--- config.mk ---
export PLATFORM = sky130hd
export DESIGN_NAME = mul_div_unit_flat
export DESIGN_NICKNAME = d
export VERILOG_FILES = /design/src/rtl/mul_div_unit_if.sv /design/src/rtl/mul_div_unit.sv /design/src/flat_wrapper.sv
export SDC_FILE = /design/constraint.sdc
export NUM_CORES = 2
export LEC_CHECK = 0
export BUFFER_PORTS_ARGS = -buffer_cell sky130_fd_sc_hd__buf_2
export CORE_MARGIN = 2
export CORE_UTILIZATION = 45
export DETAILED_ROUTE_END_ITERATION = 10
export PLACE_DENSITY = 0.67
export RECOVER_POWER = 25
export REMOVE_ABC_BUFFERS = 1
export SLEW_MARGIN = 20
export SYNTH_ARGS = -nofsm -noshare
export SYNTH_HDL_FRONTEND = slang
export SYNTH_SLANG_ARGS = --single-unit
--- constraint.sdc ---
create_clock -name i_clk -period 21.9 [get_ports i_clk]
set_input_delay 3.285 -clock i_clk [delete_from_list [all_inputs] [get_ports i_clk]]
set_output_delay 3.285 -clock i_clk [all_outputs]
set_load 0.03 [all_outputs]
--- src/rtl/mul_div_unit_if.sv ---
// Request/response bundle between the EX stage and the multiply/divide unit.
interface mul_div_unit_if #(
  parameter int unsigned WIDTH = 32
) ();
  logic             start;
  logic [1:0]       op;
  logic [WIDTH-1:0] a;
  logic [WIDTH-1:0] b;
  logic             flush;
  logic             mthi;
  logic             mtlo;
  logic [WIDTH-1:0] wdata;
  logic             busy;
  logic             done;
  logic [WIDTH-1:0] hi;
  logic [WIDTH-1:0] lo;

  modport master (
    output start, op, a, b, flush, mthi, mtlo, wdata,
    input  busy, done, hi, lo
  );

  modport slave (
    input  start, op, a, b, flush, mthi, mtlo, wdata,
    output busy, done, hi, lo
  );
endinterface

--- src/rtl/mul_div_unit.sv ---
// EX-stage multiply/divide unit: 1-cycle multiply, restoring divide, HI/LO registers.
// Define MDU_HILO_FWD_EN to bypass writes onto hi/lo/done in the cycle they are written.
module mul_div_unit #(
  parameter int unsigned WIDTH     = 32,
  parameter int unsigned DIV_STEPS = 32
) (
  input logic           i_clk,
  input logic           i_rst,
  mul_div_unit_if.slave mdu
);
  localparam int unsigned     CntW    = $clog2(DIV_STEPS + 1);
  localparam logic [CntW-1:0] LastCnt = CntW'(DIV_STEPS);
  localparam logic [1:0]      StIdle  = 2'd0;
  localparam logic [1:0]      StMul   = 2'd1;
  localparam logic [1:0]      StDiv   = 2'd2;

  logic [1:0]       r_state;
  logic             r_signed;
  logic             r_is_div;
  logic             r_neg_q;
  logic             r_neg_r;
  logic [WIDTH-1:0] r_a;    // multiplicand, or dividend shifting into quotient
  logic [WIDTH-1:0] r_b;    // multiplier, or |divisor|
  logic [WIDTH-1:0] r_rem;
  logic [WIDTH-1:0] r_hi;
  logic [WIDTH-1:0] r_lo;
  logic [CntW-1:0]  r_cnt;

  logic               w_idle;
  logic               w_accept;
  logic               w_fin;
  logic               w_wr_res;
  logic [WIDTH-1:0]   w_abs_a;
  logic [WIDTH-1:0]   w_abs_b;
  logic [WIDTH-1:0]   w_quo;
  logic [WIDTH-1:0]   w_rem_fix;
  logic [WIDTH-1:0]   w_res_hi;
  logic [WIDTH-1:0]   w_res_lo;
  logic [2*WIDTH-1:0] w_a_ext;
  logic [2*WIDTH-1:0] w_b_ext;
  logic [2*WIDTH-1:0] w_prod;
  logic [WIDTH:0]     w_shift;
  logic [WIDTH:0]     w_diff;

  assign w_idle   = (r_state == StIdle);
  assign w_accept = w_idle & mdu.start & ~mdu.flush;
  assign mdu.busy = ~w_idle | w_accept;

  assign w_abs_a = (~mdu.op[0] & mdu.a[WIDTH-1]) ? -mdu.a : mdu.a;
  assign w_abs_b = (~mdu.op[0] & mdu.b[WIDTH-1]) ? -mdu.b : mdu.b;

  // Truncated product of sign/zero-extended operands covers both MULT and MULTU.
  assign w_a_ext = {{WIDTH{r_signed & r_a[WIDTH-1]}}, r_a};
  assign w_b_ext = {{WIDTH{r_signed & r_b[WIDTH-1]}}, r_b};
  assign w_prod  = w_a_ext * w_b_ext;

  assign w_shift   = {r_rem, r_a[WIDTH-1]};
  assign w_diff    = w_shift - {1'b0, r_b};
  assign w_quo     = r_neg_q ? -r_a : r_a;
  assign w_rem_fix = r_neg_r ? -r_rem : r_rem;

  // A divide by zero parks in StMul and finishes without touching HI/LO.
  assign w_fin    = ~i_rst & ~mdu.flush &
                    ((r_state == StMul) | ((r_state == StDiv) & (r_cnt == LastCnt)));
  assign w_wr_res = w_fin & ~((r_state == StMul) & r_is_div);
  assign w_res_hi = r_is_div ? w_rem_fix : w_prod[2*WIDTH-1:WIDTH];
  assign w_res_lo = r_is_div ? w_quo     : w_prod[WIDTH-1:0];

  always_ff @(posedge i_clk) begin
    if (i_rst) begin
      r_state  <= StIdle;
      r_signed <= 1'b0;
      r_is_div <= 1'b0;
      r_neg_q  <= 1'b0;
      r_neg_r  <= 1'b0;
      r_a      <= '0;
      r_b      <= '0;
      r_rem    <= '0;
      r_cnt    <= '0;
      r_hi     <= '0;
      r_lo     <= '0;
    end else begin
      if (w_idle && mdu.mthi) r_hi <= mdu.wdata;
      if (w_idle && mdu.mtlo) r_lo <= mdu.wdata;
      if (w_wr_res) begin
        r_hi <= w_res_hi;
        r_lo <= w_res_lo;
      end

      if (!w_idle && mdu.flush) begin
        r_state <= StIdle;
      end else begin
        case (r_state)
          StIdle: begin
            if (w_accept) begin
              r_signed <= ~mdu.op[0];
              r_is_div <= mdu.op[1];
              r_neg_q  <= ~mdu.op[0] & (mdu.a[WIDTH-1] ^ mdu.b[WIDTH-1]);
              r_neg_r  <= ~mdu.op[0] & mdu.a[WIDTH-1];
              r_a      <= mdu.op[1] ? w_abs_a : mdu.a;
              r_b      <= mdu.op[1] ? w_abs_b : mdu.b;
              r_rem    <= '0;
              r_cnt    <= '0;
              r_state  <= (mdu.op[1] && (mdu.b != '0)) ? StDiv : StMul;
            end
          end
          StMul: r_state <= StIdle;
          StDiv: begin
            if (r_cnt != LastCnt) begin
              r_cnt <= r_cnt + CntW'(1);
              if (!w_diff[WIDTH]) begin
                r_rem <= w_diff[WIDTH-1:0];
                r_a   <= {r_a[WIDTH-2:0], 1'b1};
              end else begin
                r_rem <= w_shift[WIDTH-1:0];
                r_a   <= {r_a[WIDTH-2:0], 1'b0};
              end
            end else begin
              r_state <= StIdle;
            end
          end
          default: r_state <= StIdle;
        endcase
      end
    end
  end

`ifdef MDU_HILO_FWD_EN
  assign mdu.done = w_fin;
  assign mdu.hi   = w_wr_res ? w_res_hi : ((w_idle & mdu.mthi) ? mdu.wdata : r_hi);
  assign mdu.lo   = w_wr_res ? w_res_lo : ((w_idle & mdu.mtlo) ? mdu.wdata : r_lo);
`else
  logic r_done;

  always_ff @(posedge i_clk) begin
    if (i_rst) r_done <= 1'b0;
    else       r_done <= w_fin;
  end

  assign mdu.done = r_done;
  assign mdu.hi   = r_hi;
  assign mdu.lo   = r_lo;
`endif
endmodule
--- src/flat_wrapper.sv ---
// flat-port wrapper written by rule: the top's interface ports become plain ports
module mul_div_unit_flat 
#(
  parameter int unsigned WIDTH     = 32,
  parameter int unsigned DIV_STEPS = 32
)
  (i_clk, i_rst, mdu_start, mdu_op, mdu_a, mdu_b, mdu_flush, mdu_mthi, mdu_mtlo, mdu_wdata, mdu_busy, mdu_done, mdu_hi, mdu_lo);
  mul_div_unit_if #(.WIDTH(WIDTH)) mdu_i ();
  input logic i_clk;
  input logic i_rst;
  input wire logic [$bits(mdu_i.start)-1:0] mdu_start;
  input wire logic [$bits(mdu_i.op)-1:0] mdu_op;
  input wire logic [$bits(mdu_i.a)-1:0] mdu_a;
  input wire logic [$bits(mdu_i.b)-1:0] mdu_b;
  input wire logic [$bits(mdu_i.flush)-1:0] mdu_flush;
  input wire logic [$bits(mdu_i.mthi)-1:0] mdu_mthi;
  input wire logic [$bits(mdu_i.mtlo)-1:0] mdu_mtlo;
  input wire logic [$bits(mdu_i.wdata)-1:0] mdu_wdata;
  output wire logic [$bits(mdu_i.busy)-1:0] mdu_busy;
  output wire logic [$bits(mdu_i.done)-1:0] mdu_done;
  output wire logic [$bits(mdu_i.hi)-1:0] mdu_hi;
  output wire logic [$bits(mdu_i.lo)-1:0] mdu_lo;
  assign mdu_i.start = mdu_start;
  assign mdu_i.op = mdu_op;
  assign mdu_i.a = mdu_a;
  assign mdu_i.b = mdu_b;
  assign mdu_i.flush = mdu_flush;
  assign mdu_i.mthi = mdu_mthi;
  assign mdu_i.mtlo = mdu_mtlo;
  assign mdu_i.wdata = mdu_wdata;
  assign mdu_busy = mdu_i.busy;
  assign mdu_done = mdu_i.done;
  assign mdu_hi = mdu_i.hi;
  assign mdu_lo = mdu_i.lo;
  mul_div_unit #(.WIDTH(WIDTH), .DIV_STEPS(DIV_STEPS)) u_core (.i_clk(i_clk), .i_rst(i_rst), .mdu(mdu_i));
endmodule
==> impl_summary.md <==
Run status
The run finished, with violations left. The final reports fail on capacitance limit, slew limit.

Die
The number of placement rows is 121. Pin placement for this block handled 170 I/O pins. The die area is 113000 um^2. The die width is 336 um. The floorplan step set the die height to 336 um. Once the floorplan was initialized, standard cells occupied 45.5% of the core. The core footprint is 109000 um^2.

Worst setup path
The worst register-to-register path ends at u_core.mdu.hi[24]$_SDFFE_PP0P_. The reg-to-reg critical path startpoint is u_core.r_signed$_SDFFE_PP0P_. Data on the critical path arrives at its endpoint at 9620 ps. The kind of start point of the critical path is a register.

The type of element capturing the critical path is a register. On the critical path, the stage with the largest delay is an instance of dfxtp_1. The slack of the worst reg-to-reg path is 12660 ps.

The critical path is of the reg -> reg type. The number of buffers and inverters on the critical path is 5. By instance count, the cell type seen most on the critical path is fa_1.

On the worst path, the slowest cell contributes a delay of 930 ps. The cell family contributing the most delay on the critical path is adder cells. The logic depth of the worst register-to-register path is 26.

The largest driver fanout on the critical path is 23. Data on the critical path is required at its endpoint by 22290 ps.

Power and ir drop
Across the VDD grid, the largest voltage drop is 64.0 uV. The leakage power total is 24.7 nW. The power per cell area is 30.3 nW/um^2.

Synth
The register bit count reported by yosys is 173. The synthesis warning total is 0. Synthesis handed over a netlist of 5711 instances.

The number of distinct standard cells referenced by the synthesized netlist is 89. The summed instance area of the synthesized netlist is 49600 um^2. For this run, the leading register cell type out of synthesis is dfxtp_1. Each instance of the synthesized netlist takes up on average 8.68 um^2.

The share of async-settable or async-resettable flops after synthesis is 0%. The sequential-to-total area share from yosys stat is 6.99%. Yosys mapped a number of flops with a built-in enable equal to 0.

Timing
The post-layout minimum cycle time is 9240 ps. In the final timing run, aggregate negative setup slack is 0 ps. Setup repair after global routing left no endpoint under its margin. The normalized max-slew margin is -50.5%. The number of endpoints with negative hold slack in the final report is 0.

The worst path meets setup with 12660 ps of slack. For the pin with the worst max-slew slack, the measured transition is 2260 ps. In the finished design, the share of the clock period the worst path needs comes to 42.2%. The number of max-slew violations in the final report is 78. The timing-limited maximum frequency is 0.108 GHz.

The largest clock skew in the final design is 35.8 ps. Setup violations remaining at the end of the flow were counted as 0.

Clocking
CTS built an H-tree with a depth of 4. After clock tree synthesis, the clock-pin slew on the worst setup and hold paths is 100 ps. TritonCTS created 17 clock buffers. The number of clock sinks is 173. The count of hold-fix buffers inserted at cts is 0. The maximum clock path buffer count is 2. The master cell of the clock root buffer is clkbuf_16. The total of cells resized after clock tree synthesis is 0. The later pin in the worst-skew pair is clocked with a latency of 530 ps. The TritonCTS clock tree is yes. In this run the post-CTS setup repair buffer count came out at 0.

Cells and area
The net total in the final layout is 7120. The most frequent standard cell in the layout excluding fill and tap cells is inv_1. The library cells used most frequently in the layout, excluding fill and tap cells, are 1166 x inv_1, 1125 x fa_1, 877 x nand2_1, 313 x and2_1, 256 x nor2_1. The relative area change from synthesis to final layout is 5.13%. Of the cells placed in the final design, the portion with a size suffix greater than 1 is 5.15%.

Placed design
The congestion estimate from routability-driven global placement came to 0.973. Port buffering added 169 buffers. The setup slack at placement is 12800 ps. The half-perimeter wire length after detailed placement is 131000 um.

Job
The tool flagged a number of max-cap violations equal to 2.

Worst hold path
The min-delay analysis places its worst path in the category reg -> reg. The hold path depth is 2. The startpoint identified for the worst hold timing path is u_core.r_b[9]$_SDFFE_PP0P_. The capture endpoint of the worst hold path is u_core.r_b[9]$_SDFFE_PP0P_.

Drt
The number of routed nets with antenna violations is 0. Wires add up to 167000 um. The number of optimization iterations in the first detailed-route pass is 9. The detailed router put a total of 66400 um of wire on met1. In the routed design, unresolved DRC markers number 0. The met2 layer wire length in the routed design is 70700 um.

The total met3 wirelength after detailed routing is 22400 um. The overall via count from detail_route is 40300. After the first detailed-routing iteration, the DRC count stood at 4124. Dividing the detail-routed via count by the number of cells gives 5.69. The wire length per cell is 23.6 um. The top routing layer in use is met5.

GRT
The all-layer global routing usage is 30.3%. The overall overflow remaining after global route is 0. Entering global routing, the biggest net connects 82 pins. The global-route wire length before repair is 256000 um. The initial antenna violation count is 11. The number of global-route vias before repair is 42200.
-- report_power, final --
part           switching (W)  internal (W)  leakage [nW]
registers          0.0000272      0.000331          1.42
logic               0.000602      0.000296          23.1
clock network       0.000170      0.000154         0.274
-- flip-flops by register name, summed over array words and instances, names as in the netlist --
register,count
u_core.r_cnt,6
u_core.mdu.lo,32
u_core.r_neg_r,1
u_core.r_is_div,1
u_core.r_b,32
u_core.r_state,2
u_core.r_a,32
u_core.r_signed,1
u_core.mdu.hi,32
u_core.mdu.done,1
u_core.r_neg_q,1
u_core.r_rem,32
-- synthesized netlist by cell type (30+ instances only) --
cell      number  area share [%]
a211oi_1      92             1.4
a21o_1        30            0.45
a21oi_1      173             1.7
and2_1       314             4.0
and3_1        30            0.38
buf_1         44            0.33
clkbuf_1     308             2.3
dfxtp_1      173             7.0
fa_1        1126              45
ha_1         251             6.3
inv_1       1166             8.8
mux2i_1       56             1.1
nand2_1      877             6.6
nand3_1       36            0.36
nor2_1       257             1.9
nor3_1        45            0.45
o21ai_0      115             1.2
o31ai_1       36            0.55
xnor2_1      126             2.2
xor2_1        79             1.4
-- tightest hold or removal path, cell delays in order (launching register included) --
cell and delay [ps]:
dfxtp_1 320, nor2_1 90, a211oi_1 50
-- metrics by stage --
stage          std cells  power (W)  instance area, um^2  util, %  hold slack [ps]
2_1_floorplan       5352   0.000915                48200        -              476
3_3_place_gp        7034    0.00123                51600     47.4              489
3_5_place_dp        7034    0.00124                51600     47.4              493
4_1_cts             7065    0.00156                52200     47.9              506
5_1_grt             7065    0.00168                52100     47.8              540
6_report            7070    0.00158                52100     47.8              505
-- layout make-up --
cell class / instances / area [um^2]
diodes: 5 / 12.5
clock buffers: 20 / 457
clock inverters: 11 / 104
fillers: 10500 / 56900
inverters: 1166 / 4380
multi-input cells: 4013 / 40400
flip-flops and latches: 173 / 3470
well taps: 1414 / 1770
repair buffers: 268 / 1520
-- per-layer routing --
layer / up-vias / GRT usage [%]
met1: 20400 / 40.7
met5: - / 0
met3: 381 / 10.6
met4: 2 / 12.4
li1: 17200 / -
met2: 2274 / 44.5
-- logic make-up (layout without fill, tap and decap cells) --
| family | Yosys count | count (layout) | share of synthesized area, % |
|---|---|---|---|
| other | 0 | 5 | 0 |
| AO/OA/AOI/OAI | 667 | 667 | 9.00 |
| buffers and inverters | 1525 | 1465 | 11.6 |
| multiplexers | 57 | 57 | 1.15 |
| XOR/XNOR | 206 | 206 | 3.65 |
| flip-flops | 173 | 173 | 6.99 |
| AND/OR/NAND/NOR | 1706 | 1706 | 15.8 |
| adder cells (fa/ha/maj) | 1377 | 1377 | 51.8 |
-- how the worst max path moves through the flow --
stage	startpoint	endpoint	slack, ps	depth (start not counted)
2_1_floorplan	mdu_flush	u_core.r_a[0]$_SDFFE_PP0P_	12840	4
3_3_place_gp	u_core.r_signed$_SDFFE_PP0P_	u_core.mdu.hi[24]$_SDFFE_PP0P_	12940	26
3_5_place_dp	u_core.r_signed$_SDFFE_PP0P_	u_core.mdu.hi[24]$_SDFFE_PP0P_	12800	26
4_1_cts	u_core.r_signed$_SDFFE_PP0P_	u_core.mdu.hi[24]$_SDFFE_PP0P_	12750	26
5_1_grt	u_core.r_signed$_SDFFE_PP0P_	u_core.mdu.hi[25]$_SDFFE_PP0P_	12140	26
6_report	u_core.r_signed$_SDFFE_PP0P_	u_core.mdu.hi[24]$_SDFFE_PP0P_	12660	26
No activity file was read; power rests on OpenSTA's default activity.
